--- src/rtl/dma_stream_engine.sv ---
// Burst DMA between the ib/ob stream FIFOs and one MIG user port; one word per clock, write data is combinational to the MIG.
// Back-pressure: wr_full parks one in-flight word in a skid register, cmd_full holds the command, rd_empty stalls rd_en.
module dma_stream_engine #(
    parameter int DATA_W     = 32,
    parameter int ADDR_W     = 30,
    parameter int BURST_LEN  = 32,
    parameter int FIFO_DEPTH = 1024,
    parameter int CNT_W      = 10,
    parameter int LEN_W      = 16
) (
    input  logic                  clk,
    input  logic                  reset_n,
    input  logic                  calib_done,
    input  logic                  wr_start,
    input  logic [ADDR_W-1:0]     wr_base,
    input  logic [LEN_W-1:0]      wr_bursts,
    input  logic                  rd_start,
    input  logic [ADDR_W-1:0]     rd_base,
    input  logic [LEN_W-1:0]      rd_bursts,
    output logic                  wr_done,
    output logic                  rd_done,
    output logic                  busy,
    output logic                  ib_re,
    input  logic [DATA_W-1:0]     ib_data,
    input  logic                  ib_valid,
    input  logic [CNT_W-1:0]      ib_count,
    output logic                  ob_we,
    output logic [DATA_W-1:0]     ob_data,
    input  logic [CNT_W-1:0]      ob_count,
    output logic                  cmd_en,
    output logic [2:0]            cmd_instr,
    output logic [ADDR_W-1:0]     cmd_byte_addr,
    output logic [5:0]            cmd_bl,
    input  logic                  cmd_full,
    output logic                  wr_en,
    output logic [DATA_W-1:0]     wr_data,
    output logic [DATA_W/8-1:0]   wr_mask,
    input  logic                  wr_full,
    output logic                  rd_en,
    input  logic [DATA_W-1:0]     rd_data,
    input  logic                  rd_empty
);

    localparam int BC_W = $clog2(BURST_LEN + 1);
    localparam logic [BC_W-1:0]   BL_C        = BC_W'(BURST_LEN);
    localparam logic [BC_W-1:0]   BL_LAST     = BC_W'(BURST_LEN - 1);
    localparam logic [ADDR_W-1:0] BURST_BYTES = ADDR_W'(BURST_LEN * DATA_W / 8);
    localparam logic [CNT_W-1:0]  IB_NEED     = CNT_W'(BURST_LEN);
    localparam logic [CNT_W-1:0]  OB_LIMIT    = CNT_W'(FIFO_DEPTH - 1 - BURST_LEN);

    typedef enum logic [2:0] {
        S_IDLE,
        S_WR_DATA,
        S_WR_CMD,
        S_RD_CMD,
        S_RD_DATA
    } state_e;

    state_e              state_q, state_d;
    logic [ADDR_W-1:0]   wr_addr_q, wr_addr_d;
    logic [ADDR_W-1:0]   rd_addr_q, rd_addr_d;
    logic [LEN_W-1:0]    wr_rem_q, wr_rem_d;
    logic [LEN_W-1:0]    rd_rem_q, rd_rem_d;
    logic                wr_done_q, wr_done_d;
    logic                rd_done_q, rd_done_d;
    logic                last_wr_q, last_wr_d;
    logic [BC_W-1:0]     fet_q, fet_d;
    logic [BC_W-1:0]     cnt_q, cnt_d;
    logic                skid_vld_q, skid_vld_d;
    logic [DATA_W-1:0]   skid_dat_q, skid_dat_d;
    logic                ob_we_q, ob_we_d;
    logic [DATA_W-1:0]   ob_dat_q, ob_dat_d;

    logic wr_active, rd_active, wr_elig, rd_elig;

    assign wr_active = (state_q == S_WR_DATA) || (state_q == S_WR_CMD);
    assign rd_active = (state_q == S_RD_CMD) || (state_q == S_RD_DATA);
    // ob space is reserved for a full burst before the read command goes out
    assign wr_elig = calib_done && (wr_rem_q != '0) && (ib_count >= IB_NEED);
    assign rd_elig = calib_done && (rd_rem_q != '0) && (ob_count <= OB_LIMIT);

    always_comb begin
        state_d       = state_q;
        wr_addr_d     = wr_addr_q;
        rd_addr_d     = rd_addr_q;
        wr_rem_d      = wr_rem_q;
        rd_rem_d      = rd_rem_q;
        wr_done_d     = wr_done_q;
        rd_done_d     = rd_done_q;
        last_wr_d     = last_wr_q;
        fet_d         = fet_q;
        cnt_d         = cnt_q;
        skid_vld_d    = skid_vld_q;
        skid_dat_d    = skid_dat_q;
        ob_we_d       = 1'b0;
        ob_dat_d      = ob_dat_q;
        ib_re         = 1'b0;
        wr_en         = 1'b0;
        wr_data       = '0;
        cmd_en        = 1'b0;
        cmd_instr     = 3'b000;
        cmd_byte_addr = '0;
        rd_en         = 1'b0;

        case (state_q)
            S_IDLE: begin
                if (wr_elig && (!rd_elig || !last_wr_q)) begin
                    state_d   = S_WR_DATA;
                    last_wr_d = 1'b1;
                    fet_d     = '0;
                    cnt_d     = '0;
                end else if (rd_elig) begin
                    state_d   = S_RD_CMD;
                    last_wr_d = 1'b0;
                    cnt_d     = '0;
                end
            end
            S_WR_DATA: begin
                // at most one fetched word is ever in flight, so one skid entry suffices
                ib_re = (fet_q < BL_C) && !wr_full && !skid_vld_q;
                if (ib_re) begin
                    fet_d = fet_q + BC_W'(1);
                end
                if (skid_vld_q) begin
                    if (!wr_full) begin
                        wr_en      = 1'b1;
                        wr_data    = skid_dat_q;
                        skid_vld_d = 1'b0;
                    end
                end else if (ib_valid) begin
                    if (!wr_full) begin
                        wr_en   = 1'b1;
                        wr_data = ib_data;
                    end else begin
                        skid_vld_d = 1'b1;
                        skid_dat_d = ib_data;
                    end
                end
                if (wr_en) begin
                    cnt_d = cnt_q + BC_W'(1);
                    if (cnt_q == BL_LAST) begin
                        state_d = S_WR_CMD;
                    end
                end
            end
            S_WR_CMD: begin
                cmd_instr     = 3'b000;
                cmd_byte_addr = wr_addr_q;
                if (!cmd_full) begin
                    cmd_en    = 1'b1;
                    wr_addr_d = wr_addr_q + BURST_BYTES;
                    wr_rem_d  = wr_rem_q - LEN_W'(1);
                    if (wr_rem_q == LEN_W'(1)) begin
                        wr_done_d = 1'b1;
                    end
                    state_d = S_IDLE;
                end
            end
            S_RD_CMD: begin
                cmd_instr     = 3'b001;
                cmd_byte_addr = rd_addr_q;
                if (!cmd_full) begin
                    cmd_en    = 1'b1;
                    rd_addr_d = rd_addr_q + BURST_BYTES;
                    state_d   = S_RD_DATA;
                end
            end
            S_RD_DATA: begin
                rd_en = !rd_empty && (cnt_q < BL_C);
                if (rd_en) begin
                    ob_we_d  = 1'b1;
                    ob_dat_d = rd_data;
                    cnt_d    = cnt_q + BC_W'(1);
                    if (cnt_q == BL_LAST) begin
                        rd_rem_d = rd_rem_q - LEN_W'(1);
                        if (rd_rem_q == LEN_W'(1)) begin
                            rd_done_d = 1'b1;
                        end
                        state_d = S_IDLE;
                    end
                end
            end
            default: state_d = S_IDLE;
        endcase

        // a start is only honoured while its direction has nothing outstanding
        if (wr_start && (wr_rem_q == '0) && !wr_active) begin
            wr_addr_d = wr_base;
            wr_rem_d  = wr_bursts;
            wr_done_d = (wr_bursts == '0);
        end
        if (rd_start && (rd_rem_q == '0) && !rd_active) begin
            rd_addr_d = rd_base;
            rd_rem_d  = rd_bursts;
            rd_done_d = (rd_bursts == '0);
        end
    end

    always_ff @(posedge clk or negedge reset_n) begin
        if (!reset_n) begin
            state_q    <= S_IDLE;
            wr_addr_q  <= '0;
            rd_addr_q  <= '0;
            wr_rem_q   <= '0;
            rd_rem_q   <= '0;
            wr_done_q  <= 1'b0;
            rd_done_q  <= 1'b0;
            last_wr_q  <= 1'b0;
            fet_q      <= '0;
            cnt_q      <= '0;
            skid_vld_q <= 1'b0;
            skid_dat_q <= '0;
            ob_we_q    <= 1'b0;
            ob_dat_q   <= '0;
        end else begin
            state_q    <= state_d;
            wr_addr_q  <= wr_addr_d;
            rd_addr_q  <= rd_addr_d;
            wr_rem_q   <= wr_rem_d;
            rd_rem_q   <= rd_rem_d;
            wr_done_q  <= wr_done_d;
            rd_done_q  <= rd_done_d;
            last_wr_q  <= last_wr_d;
            fet_q      <= fet_d;
            cnt_q      <= cnt_d;
            skid_vld_q <= skid_vld_d;
            skid_dat_q <= skid_dat_d;
            ob_we_q    <= ob_we_d;
            ob_dat_q   <= ob_dat_d;
        end
    end

    assign wr_done = wr_done_q;
    assign rd_done = rd_done_q;
    assign busy    = (state_q != S_IDLE);
    assign ob_we   = ob_we_q;
    assign ob_data = ob_dat_q;
    assign cmd_bl  = 6'(BURST_LEN - 1);
    assign wr_mask = '0;

endmodule
--- config.mk ---
export PLATFORM = sky130hd
export DESIGN_NAME = dma_stream_engine
export DESIGN_NICKNAME = d
export VERILOG_FILES = /design/src/rtl/dma_stream_engine.sv
export SDC_FILE = /design/constraint.sdc
export NUM_CORES = 1
export LEC_CHECK = 0
export CAP_MARGIN = 20
export CORE_UTILIZATION = 40
export DETAILED_ROUTE_END_ITERATION = 8
export GPL_ROUTABILITY_DRIVEN = 0
export PLACE_DENSITY_LB_ADDON = 0.3
export SYNTH_ARGS = -nofsm -noshare
export SYNTH_HDL_FRONTEND = slang
export SYNTH_SLANG_ARGS = --single-unit
--- constraint.sdc ---
create_clock -name clk -period 3 [get_ports clk]
set_clock_uncertainty 0.2 [all_clocks]
set_input_delay 0.6 -clock clk [delete_from_list [all_inputs] [get_ports clk]]
set_output_delay 0.6 -clock clk [all_outputs]
set_load 0.05 [all_outputs]
==> results of run 1 <==
-- cell usage after synthesis (all sizes together) (21+ instances only) --
cell type,n
a22oi,33
buf,32
clkbuf,37
dfrtp,176
mux2,73
mux2i,31
nand2,134
nand3,21
nand4,29
nor2,97
nor3,23
nor4,24
o21ai,54
xnor2,30
xor2,29
-- where the power goes --
group / leakage, nW / internal (mW) / switching (mW)
Sequential: 2.26 / 3.17 / 0.749
Combinational: 3.27 / 2.29 / 3.11
Clock: 0.290 / 1.13 / 1.12
-- repair_timing --
action                                  CTS  global route
endpoints found under the setup margin    2            31
pin swaps                                 0             0
hold endpoints to repair                 41             0
hold buffers                              1             0
gates resized for setup                   2            25
-- critical path: cells and delay by family --
family	cells	cell delay [ns]
buf+inv	3	0.80
simple gates	2	0.76
-- sequential cells by signal, indices dropped and copies added, names as in the netlist --
name        cells
ob_data        32
skid_vld_q      1
wr_done         1
wr_addr_q      30
fet_q           6
skid_dat_q     32
rd_done         1
rd_addr_q      30
wr_rem_q       16
ob_we           1
state_q         3
last_wr_q       1
rd_rem_q       16
cnt_q           6
-- cell families after synthesis --
kind of cell,synth area share [%]
AO/OA/AOI/OAI,10.58
XOR/XNOR,5.375
adder cells (fa/ha/maj),1.484
buffers and inverters,4.099
flip-flops,45.81
multiplexers,11.78
other,0.07811
AND/OR/NAND/NOR,20.80
-- final cells by class --
| cell class | count | area share (%) |
|---|---|---|
| antenna | 1 | 0.01814 |
| clock buffer | 18 | 3.111 |
| clock inverter | 14 | 1.179 |
| inverter | 10 | 0.2721 |
| multi-input combinational | 729 | 35.79 |
| sequential | 176 | 31.94 |
| tap | 319 | 2.893 |
| timing repair buffer | 315 | 24.80 |
-- routing by layer --
layer	global-route usage, %	share of wire, %	vias to the layer above
li1	-	-	4018
met1	28.04	43	4054
met2	37.02	49	254
met3	4.846	5.8	28
met4	6.380	1.6	0
met5	0	0	-
-- final timing paths --
kind                                         endpoint                      from  cells past startpoint
max                                       wr_data[17]                   wr_full                      5
min                          rd_addr_q[6]$_DFFE_PN0P_  rd_addr_q[6]$_DFFE_PN0P_                      2
max reg2reg                      fet_q[0]$_DFFE_PN0P_   rd_rem_q[0]$_DFFE_PN0P_                      7
min reg2reg                  rd_addr_q[6]$_DFFE_PN0P_  rd_addr_q[6]$_DFFE_PN0P_                      2
max in group asynchronous  skid_dat_q[31]$_DFFE_PN0P_                   reset_n                      3
min in group asynchronous    wr_addr_q[3]$_DFFE_PN0P_                   reset_n                      2
-- per-stage QoR --
step,power [mW],worst slack [ns],hold slack [ns],setup TNS [ns],cells
after CTS,11.60,-0.001256,0.2772,-0.001256,1581
after detailed placement,9.305,-0.01483,0.2607,-0.02142,1548
final,11.58,0.03248,0.2763,0,1582
after global routing,12.23,-0.03113,0.2970,-0.1421,1581
after floorplan,7.357,0.03809,0.1044,0,984
after global placement,9.193,0.03561,0.2507,0,1548
==> metrics.csv, run 1 <==
stage,metric,value,unit
sta,achievable frequency,337.0,MHz
power_and_ir_drop,Power per Cell Area,839.1,mW/mm^2
finish,"most common cell after layout, fill and taps aside",sky130_fd_sc_hd__clkdlybuf4s50_1,
logic_synthesis,largest cells by area after synthesis,"sky130_fd_sc_hd__dfrtp_1 (46%), sky130_fd_sc_hd__mux2_2 (8.6%), sky130_fd_sc_hd__nand2_1 (5.2%)",
placement,post-detail-place hpwl,19.84,mm
critical_path,slack of the worst reg-to-reg path,0.31,ns
floorplanning,Die Y,157.0,um
route,DR iter-0 viols,457,
power_and_ir_drop,reported leakage power,5.821,nW
critical_path,required time at the endpoint of the critical path,2.20,ns
floorplanning,Die ar.,0.02466,mm^2
logic_synthesis,cell taking the most area after synthesis,sky130_fd_sc_hd__dfrtp_1,
critical_path,Slowest cell on crit path,sky130_fd_sc_hd__or4b_1,
sta,RSZ-0062 raised after global routing,true,
floorplanning,core footprint,0.02354,mm^2
flow_run,number of max-cap violations,0,
sta,actual slew at the worst max-slew pin,0.6402,ns
route,detailed-router iteration count before antenna repair,5,
route,total wirelength of the detailed-routed design,26.58,mm
finish,final cell utilization of the core,58.60,%
logic_synthesis,sequential fraction of the synthesis area,45.81,%
sta,post-route minimum period,2.968,ns
sta,endpoints failing hold,0,
logic_synthesis,number of unique standard cell types used by synthesis,76,
cts,H-tree depth,4,
finish,final layout net count,1443,
cts,sinks on the clock net,176,
cts,CTS tree,yes,
sta,Slew HR,56.87,%
route,Avg WL per Cell,16.80,um
cts,number of post-CTS setup repair buffers,0,
finish,Sequential cell area,0.004407,mm^2
global_routing,first-pass GRT wire length,42.00,mm
floorplanning,number of placed I/O pins,300,
outcome,status,"complete, no violations",
critical_path,endpoint type of the worst setup path,output port,
cts,clock network latency to the later pin of the worst-skew pair,0.44,ns
global_routing,overflow left after global routing,0,
logic_synthesis,Gate Count Post-Synth,974,
finish,layout cells sized above 1,20.76,%
cts,"Clk pin slew, worst setup/hold paths",0.07,ns
global_routing,initial antenna violation count,1,
logic_synthesis,synthesized area per cell,9.871,um^2
global_routing,number of global-route vias before repair,8158,
floorplanning,starting utilization of the core area,40.84,%
route,Antenna Violating Nets Remaining,0,
critical_path,maximum fanout encountered on the critical timing path,11,
cts,maximum clock insertion buffer count,2,
critical_path,crit-path cells,"clkdlybuf4s50_1, or4b_1, buf_4, nor2_1, buf_12",
sta,number of setup violations in the final report,0,
sta,fin crit share,98.92,%
placement,total placed instance area,0.01312,mm^2
logic_synthesis,"Async S/R FF share, synth",100.0,%
placement,PortBufs,277,
finish,area used by multi-input combinational logic,0.004937,mm^2
global_routing,total track usage,21.91,%
power_and_ir_drop,worst vdd rail ir drop,0.0005443,V
finish,count of fill cells added during filler insertion,2061,
logic_synthesis,cell area after synthesis,0.009614,mm^2
critical_path,delay of the slowest critical-path stage,0.55,ns
route,total number of vias,8354,
logic_synthesis,synthesized flop and latch total,176,
logic_synthesis,top cell type's share of synthesized area,45.81,%
finish,summed area of non-filler cells in the final layout,0.01380,mm^2
cts,clock root buffer,sky130_fd_sc_hd__clkbuf_16,
finish,"leading cell types in the layout, fill and taps excluded","sky130_fd_sc_hd__clkdlybuf4s50_1 (208), sky130_fd_sc_hd__dfrtp_1 (174), sky130_fd_sc_hd__nand2_1 (134), sky130_fd_sc_hd__mux2_2 (73), sky130_fd_sc_hd__nor2_1 (72)",
critical_path,type of element launching the critical path,input port,
floorplanning,Chip Width,157.0,um
logic_synthesis,Yosys warning count,0,
route,post-DR vias/cell,5.281,
critical_path,critical setup path kind,input port to output port,
floorplanning,FP Rows,56,
finish,area growth from synthesis to layout,43.49,%
cts,CTS buffer count,17,
logic_synthesis,number of flops mapped to enable cells by yosys,0,
critical_path,signal arrival time at the worst endpoint,2.17,ns
logic_synthesis,predominant post-synthesis flop cell,sky130_fd_sc_hd__dfrtp_1,
route,detailed-route DRC error count,0,
global_routing,largest net degree at the start of global routing,54,
sta,total count of max-transition violations in the final report,0,
min_path,class of the tightest hold or removal check,flop to flop,
Note: power is estimated with default switching activity, not from simulation.
==> run 2: changes to the inputs <==
--- a/config.mk
+++ b/config.mk
@@ -9,7 +9,7 @@
 export CORE_UTILIZATION = 40
 export DETAILED_ROUTE_END_ITERATION = 8
 export GPL_ROUTABILITY_DRIVEN = 0
-export PLACE_DENSITY_LB_ADDON = 0.3
+export PLACE_DENSITY = 0.72
 export SYNTH_ARGS = -nofsm -noshare
 export SYNTH_HDL_FRONTEND = slang
 export SYNTH_SLANG_ARGS = --single-unit
==> constraint.sdc (replaced) <==
create_clock -name clk -period 3.1 [get_ports clk]
set_clock_uncertainty 0.2 [all_clocks]
set_input_delay 0.62 -clock clk [delete_from_list [all_inputs] [get_ports clk]]
set_output_delay 0.62 -clock clk [all_outputs]
set_load 0.05 [all_outputs]
==> run 2 against run 1 <==
  * Global-route usage about the same
  * Critical path depth unchanged
  * Wire length down 0.11%
  * Final cell count unchanged
  * Worst setup slack better by 0.025 ns
  * Via count down 0.24%
  * First-iteration DRC count down 5.5%
  * Non-clock buffer count down 1
==> metrics.csv, run 2 (same netlist as run 1, synthesis figures left out) <==
stage,metric,value,unit,change
finish,final cell utilization of the core,58.32,%,was 58.60%
floorplanning,starting utilization of the core area,40.84,%,unchanged
critical_path,crit-path cells,"clkdlybuf4s50_1, or4b_1, buf_4, nor2_1, buf_12",,unchanged
critical_path,Slowest cell on crit path,sky130_fd_sc_hd__or4b_1,,unchanged
power_and_ir_drop,total design power,11.15,mW,was 11.58 mW
critical_path,maximum fanout encountered on the critical timing path,24,,was 11
route,detailed-route DRC error count,0,,unchanged
cts,H-tree depth,4,,unchanged
finish,non-filler instance count after layout,1582,,unchanged
power_and_ir_drop,reported leakage power,5.820,nW,was 5.821 nW
critical_path,buffer and inverter count on the worst path,3,,unchanged
cts,CTS tree,yes,,unchanged
power_and_ir_drop,worst vdd rail ir drop,0.0004353,V,was 0.0005443 V
sta,RSZ-0062 raised after global routing,true,,unchanged
floorplanning,core footprint,0.02354,mm^2,unchanged
sta,PnR worst setup slack,0.05786,ns,was 0.03248 ns
placement,post-detail-place hpwl,19.98,mm,was 19.84 mm
finish,"most common cell after layout, fill and taps aside",sky130_fd_sc_hd__clkdlybuf4s50_1,,unchanged
floorplanning,Die Y,157.0,um,unchanged
floorplanning,Die ar.,0.02466,mm^2,unchanged
cts,sinks on the clock net,176,,unchanged
route,Antenna Violating Nets Remaining,0,,unchanged
global_routing,total track usage,21.90,%,was 21.91%
route,total number of vias,8334,,"was 8,354"
cts,maximum clock insertion buffer count,2,,unchanged
cts,number of post-CTS setup repair buffers,0,,unchanged
global_routing,first-pass GRT wire length,42.15,mm,was 42.00 mm
cts,clock root buffer,sky130_fd_sc_hd__clkbuf_16,,unchanged
finish,"leading cell types in the layout, fill and taps excluded","sky130_fd_sc_hd__clkdlybuf4s50_1 (209), sky130_fd_sc_hd__dfrtp_1 (175), sky130_fd_sc_hd__nand2_1 (134), sky130_fd_sc_hd__nor2_1 (93), sky130_fd_sc_hd__mux2_2 (73)",,"was sky130_fd_sc_hd__clkdlybuf4s50_1 (208), sky130_fd_sc_hd__dfrtp_1 (174), sky130_fd_sc_hd__nand2_1 (134), sky130_fd_sc_hd__mux2_2 (73), sky130_fd_sc_hd__nor2_1 (72)"
critical_path,critical setup path kind,input port to output port,,unchanged
floorplanning,Chip Width,157.0,um,unchanged
critical_path,required time at the endpoint of the critical path,2.28,ns,was 2.20 ns
sta,Post-Route Setup TNS,0,ns,unchanged
placement,post-placement setup slack,0.05144,ns,was -0.01483 ns
critical_path,delay of the slowest critical-path stage,0.53,ns,was 0.55 ns
sta,post-route minimum period,3.042,ns,
floorplanning,FP Rows,56,,unchanged
placement,Placed Instances,1547,,"was 1,548"
sta,number of setup violations in the final report,0,,unchanged
outcome,status,"complete, no violations",,unchanged
finish,summed area of non-filler cells in the final layout,0.01373,mm^2,was 0.01380 mm^2
route,total wirelength of the detailed-routed design,26.55,mm,was 26.58 mm
route,DR iter-0 viols,432,,was 457
global_routing,largest net degree at the start of global routing,68,,was 54
flow_run,number of max-cap violations,0,,unchanged
cts,CTS buffer count,17,,unchanged
critical_path,signal arrival time at the worst endpoint,2.22,ns,was 2.17 ns
min_path,class of the tightest hold or removal check,flop to flop,,unchanged
placement,total placed instance area,0.01310,mm^2,was 0.01312 mm^2
critical_path,slack of the worst reg-to-reg path,0.29,ns,was 0.31 ns
finish,final layout net count,1442,,"was 1,443"
cts,"Clk pin slew, worst setup/hold paths",0.08,ns,was 0.07 ns
critical_path,gate family responsible for the most delay along the worst path,buffers and inverters,,unchanged
floorplanning,number of placed I/O pins,300,,unchanged
placement,PortBufs,277,,unchanged
global_routing,overflow left after global routing,0,,unchanged
cts,clock network latency to the later pin of the worst-skew pair,0.43,ns,was 0.44 ns
finish,area growth from synthesis to layout,42.80,%,was 43.49%
sta,final hold slack,0.2768,ns,was 0.2763 ns
route,detailed-router iteration count before antenna repair,5,,unchanged
route,Avg WL per Cell,16.78,um,was 16.80 um
sta,Slew HR,46.59,%,was 56.87%
finish,layout cells sized above 1,18.87,%,was 20.76%
critical_path,type of element launching the critical path,input port,,unchanged
power_and_ir_drop,Power per Cell Area,812.1,mW/mm^2,was 839.1 mW/mm^2
critical_path,endpoint type of the worst setup path,output port,,unchanged
sta,endpoints failing hold,0,,unchanged
sta,achievable frequency,328.7,MHz,
route,post-DR vias/cell,5.268,,was 5.281
global_routing,initial antenna violation count,3,,was 1
sta,fin crit share,98.13,%,
sta,actual slew at the worst max-slew pin,0.7939,ns,was 0.6402 ns
global_routing,number of global-route vias before repair,8182,,"was 8,158"
sta,total count of max-transition violations in the final report,0,,unchanged
## run 2: cell count changes in the layout (fill, tap and decap cells not counted), moves of 2 or more
cell | previous run | this run
sky130_fd_sc_hd__nor2_2 | 23 | 2
sky130_fd_sc_hd__inv_8 | 4 | 2
sky130_fd_sc_hd__nor2_1 | 72 | 93
sky130_fd_sc_hd__clkinv_4 | 1 | 3
## run 2: where the power goes
group / internal (mW) / total, mW / switching [mW]
Clock: 1.18 / 2.21 / 1.03
Combinational: 2.18 / 5.13 / 2.94
Sequential: 3.07 / 3.82 / 0.747
## run 2: worst paths after layout
path | from | to | depth (start not counted)
setup / recovery | wr_full | wr_data[19] | 5
hold / removal | rd_addr_q[1]$_DFFE_PN0P_ | rd_addr_q[1]$_DFFE_PN0P_ | 2
setup reg to reg | rd_rem_q[0]$_DFFE_PN0P_ | rd_rem_q[3]$_DFFE_PN0P_ | 8
hold reg to reg | rd_addr_q[1]$_DFFE_PN0P_ | rd_addr_q[1]$_DFFE_PN0P_ | 2
max in group asynchronous | reset_n | skid_dat_q[28]$_DFFE_PN0P_ | 3
min in group asynchronous | reset_n | wr_addr_q[3]$_DFFE_PN0P_ | 2
## run 2: worst min-delay path, stage by stage (launching register included)
cell                      delay (ns)
sky130_fd_sc_hd__dfrtp_1        0.35
sky130_fd_sc_hd__nand2_1        0.05
sky130_fd_sc_hd__nand2_1        0.05
## run 2: metal layers
| layer | vias to the layer above | GRT usage, % | share of wire [%] | wire (um) |
|---|---|---|---|---|
| li1 | 4006 | - | - | - |
| met1 | 4040 | 28.70 | 44 | 11650 |
| met2 | 260 | 35.85 | 48 | 12730 |
| met3 | 28 | 4.956 | 6.3 | 1661 |
| met4 | 0 | 6.889 | 1.9 | 507 |
| met5 | - | 0 | 0 | 0 |
## run 2: timing repair
action	4_1_cts	5_1_grt
hold buffers	1	0
endpoints found under the hold margin	49	0
endpoints found under the setup margin	0	8
resized for setup	0	2
## run 2: area by class of cell
cell class | instances | area (um^2)
clock buffers | 18 | 439.2
diodes | 2 | 5.005
clock inverters | 14 | 170.2
fillers | 2074 | 9813
well taps | 319 | 399.1
repair buffers | 314 | 3400
multi-input cells | 729 | 4873
flip-flops and latches | 176 | 4405
inverters | 10 | 37.54
==> run 3: changes to the inputs <==
--- a/config.mk
+++ b/config.mk
@@ -6,10 +6,12 @@
 export NUM_CORES = 1
 export LEC_CHECK = 0
 export CAP_MARGIN = 20
-export CORE_UTILIZATION = 40
+export CELL_PAD_IN_SITES_DETAIL_PLACEMENT = 1
+export CELL_PAD_IN_SITES_GLOBAL_PLACEMENT = 2
+export CORE_UTILIZATION = 28
 export DETAILED_ROUTE_END_ITERATION = 8
 export GPL_ROUTABILITY_DRIVEN = 0
-export PLACE_DENSITY = 0.72
+export PLACE_DENSITY = 0.82
 export SYNTH_ARGS = -nofsm -noshare
 export SYNTH_HDL_FRONTEND = slang
 export SYNTH_SLANG_ARGS = --single-unit
==> constraint.sdc (replaced) <==
create_clock -name clk -period 3.1 [get_ports clk]
set_clock_uncertainty 0.2 [all_clocks]
set_input_delay 0.62 -clock clk [delete_from_list [all_inputs] [get_ports clk]]
set_output_delay 0.62 -clock clk [all_outputs]
set_load 0.005 [all_outputs]
==> run 3 against run 2 <==
  * Register-to-register slack better by 0.09 ns
  * Sequential power about the same
  * Final cell count up 8.7%
  * Via count up 1.6%
  * Worst hold slack worse by 0.0052 ns
  * Utilization down 18 points
  * Worst setup slack better by 0.048 ns
  * Largest cell class unchanged
==> metrics.csv, run 3 (same netlist as run 1, synthesis figures left out) <==
stage,metric,value,unit,change
outcome,status,"complete, no violations",,unchanged
route,detailed-router iteration count before antenna repair,6,,was 5
finish,count of fill cells added during filler insertion,3781,,"was 2,074"
route,Avg WL per Cell,18.21,um,was 16.78 um
route,post-DR vias/cell,4.926,,was 5.268
critical_path,gate family responsible for the most delay along the worst path,buffers and inverters,,unchanged
sta,Post-Route Setup TNS,0,ns,unchanged
cts,H-tree depth,4,,unchanged
placement,Placed Instances,1682,,"was 1,547"
critical_path,buffer and inverter count on the worst path,3,,unchanged
critical_path,number of gates on the worst path with buffers counted,5,,unchanged
global_routing,number of global-route vias before repair,8807,,"was 8,182"
sta,Slew HR,50.18,%,was 46.59%
route,total wirelength of the detailed-routed design,31.30,mm,was 26.55 mm
power_and_ir_drop,fraction of power consumed by sequential logic,38.2,%,was 34.2%
cts,sinks on the clock net,176,,unchanged
floorplanning,number of placed I/O pins,300,,unchanged
route,total number of vias,8467,,"was 8,334"
critical_path,endpoint type of the worst setup path,output port,,unchanged
finish,final layout net count,1450,,"was 1,442"
finish,non-filler instance count after layout,1719,,"was 1,582"
sta,total count of max-transition violations in the final report,0,,unchanged
power_and_ir_drop,combinational share of power,39.4,%,was 46.0%
power_and_ir_drop,worst vdd rail ir drop,0.0003991,V,was 0.0004353 V
critical_path,worst reg2reg startpoint,rd_rem_q[12]$_DFFE_PN0P_,,was rd_rem_q[0]$_DFFE_PN0P_
power_and_ir_drop,total net switching power,3.419,mW,was 4.720 mW
critical_path,crit path launch,state_q[2]$_DFFE_PN0P_,,was wr_full
floorplanning,FP Rows,67,,was 56
sta,number of setup violations in the final report,0,,unchanged
global_routing,initial antenna violation count,2,,was 3
global_routing,overflow left after global routing,0,,unchanged
power_and_ir_drop,reported leakage power,5.818,nW,was 5.820 nW
route,detailed-route DRC error count,0,,unchanged
critical_path,critical setup path kind,flop to output port,,was input port to output port
power_and_ir_drop,power share of the clock group,22.4,%,was 19.8%
route,DR iter-0 viols,310,,was 432
finish,area used by multi-input combinational logic,0.004877,mm^2,was 0.004873 mm^2
cts,"Clk pin slew, worst setup/hold paths",0.07,ns,was 0.08 ns
sta,endpoints failing hold,0,,unchanged
finish,Sequential cell area,0.004408,mm^2,was 0.004405 mm^2
floorplanning,core footprint,0.03370,mm^2,was 0.02354 mm^2
cts,maximum clock insertion buffer count,2,,unchanged
critical_path,Slowest cell on crit path,sky130_fd_sc_hd__clkdlybuf4s50_1,,was sky130_fd_sc_hd__or4b_1
critical_path,signal arrival time at the worst endpoint,2.17,ns,was 2.22 ns
finish,layout cells sized above 1,14.75,%,was 18.87%
cts,CTS tree,yes,,unchanged
route,Antenna Violating Nets Remaining,0,,unchanged
critical_path,end of the worst register-to-register path,fet_q[0]$_DFFE_PN0P_,,was rd_rem_q[3]$_DFFE_PN0P_
global_routing,first-pass GRT wire length,49.54,mm,was 42.15 mm
global_routing,largest net degree at the start of global routing,54,,was 68
power_and_ir_drop,Power per Cell Area,727.3,mW/mm^2,was 812.1 mW/mm^2
critical_path,type of element launching the critical path,flop,,was input port
sta,actual slew at the worst max-slew pin,0.7457,ns,was 0.7939 ns
cts,CTS buffer count,17,,unchanged
finish,"leading cell types in the layout, fill and taps excluded","sky130_fd_sc_hd__clkdlybuf4s50_1 (240), sky130_fd_sc_hd__dfrtp_1 (173), sky130_fd_sc_hd__nand2_1 (134), sky130_fd_sc_hd__nor2_1 (94), sky130_fd_sc_hd__mux2_2 (73)",,"was sky130_fd_sc_hd__clkdlybuf4s50_1 (209), sky130_fd_sc_hd__dfrtp_1 (175), sky130_fd_sc_hd__nand2_1 (134), sky130_fd_sc_hd__nor2_1 (93), sky130_fd_sc_hd__mux2_2 (73)"
placement,PortBufs,277,,unchanged
cts,clock network latency to the later pin of the worst-skew pair,0.44,ns,was 0.43 ns
global_routing,total track usage,18.06,%,was 21.90%
cts,clock root buffer,sky130_fd_sc_hd__clkbuf_16,,unchanged
sta,achievable frequency,334.0,MHz,was 328.7 MHz
sta,final hold slack,0.2716,ns,was 0.2768 ns
power_and_ir_drop,share of total power consumed by net switching,34.44,%,was 42.34%
placement,post-detail-place hpwl,23.17,mm,was 19.98 mm
critical_path,maximum fanout encountered on the critical timing path,30,,was 24
power_and_ir_drop,total design power,9.926,mW,was 11.15 mW
floorplanning,starting utilization of the core area,28.53,%,was 40.84%
critical_path,termination of the worst setup path,cmd_byte_addr[28],,was wr_data[19]
critical_path,delay of the slowest critical-path stage,0.53,ns,about the same
min_path,class of the tightest hold or removal check,flop to flop,,unchanged
critical_path,crit-path cells,"buf_4, nand2b_2, buf_12, nor2_1, clkdlybuf4s50_1",,"was clkdlybuf4s50_1, or4b_1, buf_4, nor2_1, buf_12"
sta,fin crit share,96.59,%,was 98.13%
floorplanning,Die ar.,0.03508,mm^2,was 0.02466 mm^2
finish,"most common cell after layout, fill and taps aside",sky130_fd_sc_hd__clkdlybuf4s50_1,,unchanged
power_and_ir_drop,internal power of the cells,6.507,mW,was 6.429 mW
flow_run,number of max-cap violations,0,,unchanged
sta,post-route minimum period,2.994,ns,was 3.042 ns
floorplanning,Die Y,187.3,um,was 157.0 um
finish,area growth from synthesis to layout,41.94,%,was 42.80%
floorplanning,Chip Width,187.3,um,was 157.0 um
critical_path,slack of the worst reg-to-reg path,0.38,ns,was 0.29 ns
critical_path,worst reg2reg path depth,5,,was 8
critical_path,required time at the endpoint of the critical path,2.28,ns,about the same
[run 3: layout make-up]
type / count / share of cell area [%]
Antenna cell: 3 / 0.05501
Clock buffer: 22 / 3.548
Clock inverter: 9 / 0.7885
Inverter: 10 / 0.2751
Multi-Input combinational cell: 729 / 35.74
Sequential cell: 176 / 32.30
Tap cell: 448 / 4.107
Timing Repair Buffer: 322 / 23.19
[run 3: layer usage]
metal	share of wire [%]	global-route usage [%]	up-vias
li1	-	-	4024
met1	45	23.22	4232
met4	1.7	5.485	0
met2	49	29.88	182
met3	4.2	4.315	29
met5	0	0	-
[run 3: worst min-delay path by stage]
stage,start,end,slack (ns),cells past startpoint
floorplan,reset_n,cnt_q[0]$_DFFE_PN0P_,0.12,0
global placement,rd_addr_q[6]$_DFFE_PN0P_,rd_addr_q[6]$_DFFE_PN0P_,0.25,2
detailed placement,rd_addr_q[6]$_DFFE_PN0P_,rd_addr_q[6]$_DFFE_PN0P_,0.26,2
CTS,rd_addr_q[6]$_DFFE_PN0P_,rd_addr_q[6]$_DFFE_PN0P_,0.28,2
global route,rd_addr_q[6]$_DFFE_PN0P_,rd_addr_q[6]$_DFFE_PN0P_,0.30,2
finish,rd_addr_q[2]$_DFFE_PN0P_,rd_addr_q[2]$_DFFE_PN0P_,0.27,2
[run 3: power groups by stage]
stage	clock network (mW)	logic (mW)	registers (mW)
after floorplan	0	2.21	3.59
after global placement	0	3.86	3.76
after detailed placement	0	3.95	3.81
after CTS	2.30	3.95	3.79
after global routing	2.39	4.29	3.91
final	2.22	3.91	3.79
[run 3: metrics by stage]
stage / setup WS, ns / util, % / area, um^2
final: 0.1057 / 40.50 / 13650
after global routing: -0.006143 / 40.48 / 13640
after CTS: -0.1239 / 40.45 / 13630
after detailed placement: -0.3204 / 38.72 / 13050
after global placement: -0.2505 / 38.72 / 13050
after floorplan: 0.4558 / - / 9652
[run 3: worst min-delay path: stages (launching register included)]
cell	delay, ns
sky130_fd_sc_hd__dfrtp_1	0.35
sky130_fd_sc_hd__nand2_1	0.05
sky130_fd_sc_hd__nand2_1	0.05
[run 3: repair_timing]
item	CTS	global route
pin swaps	2	1
endpoints found under the hold margin	43	0
gates resized for setup	37	24
setup endpoints to repair	41	14
hold buffers	1	0
setup buffers	1	1
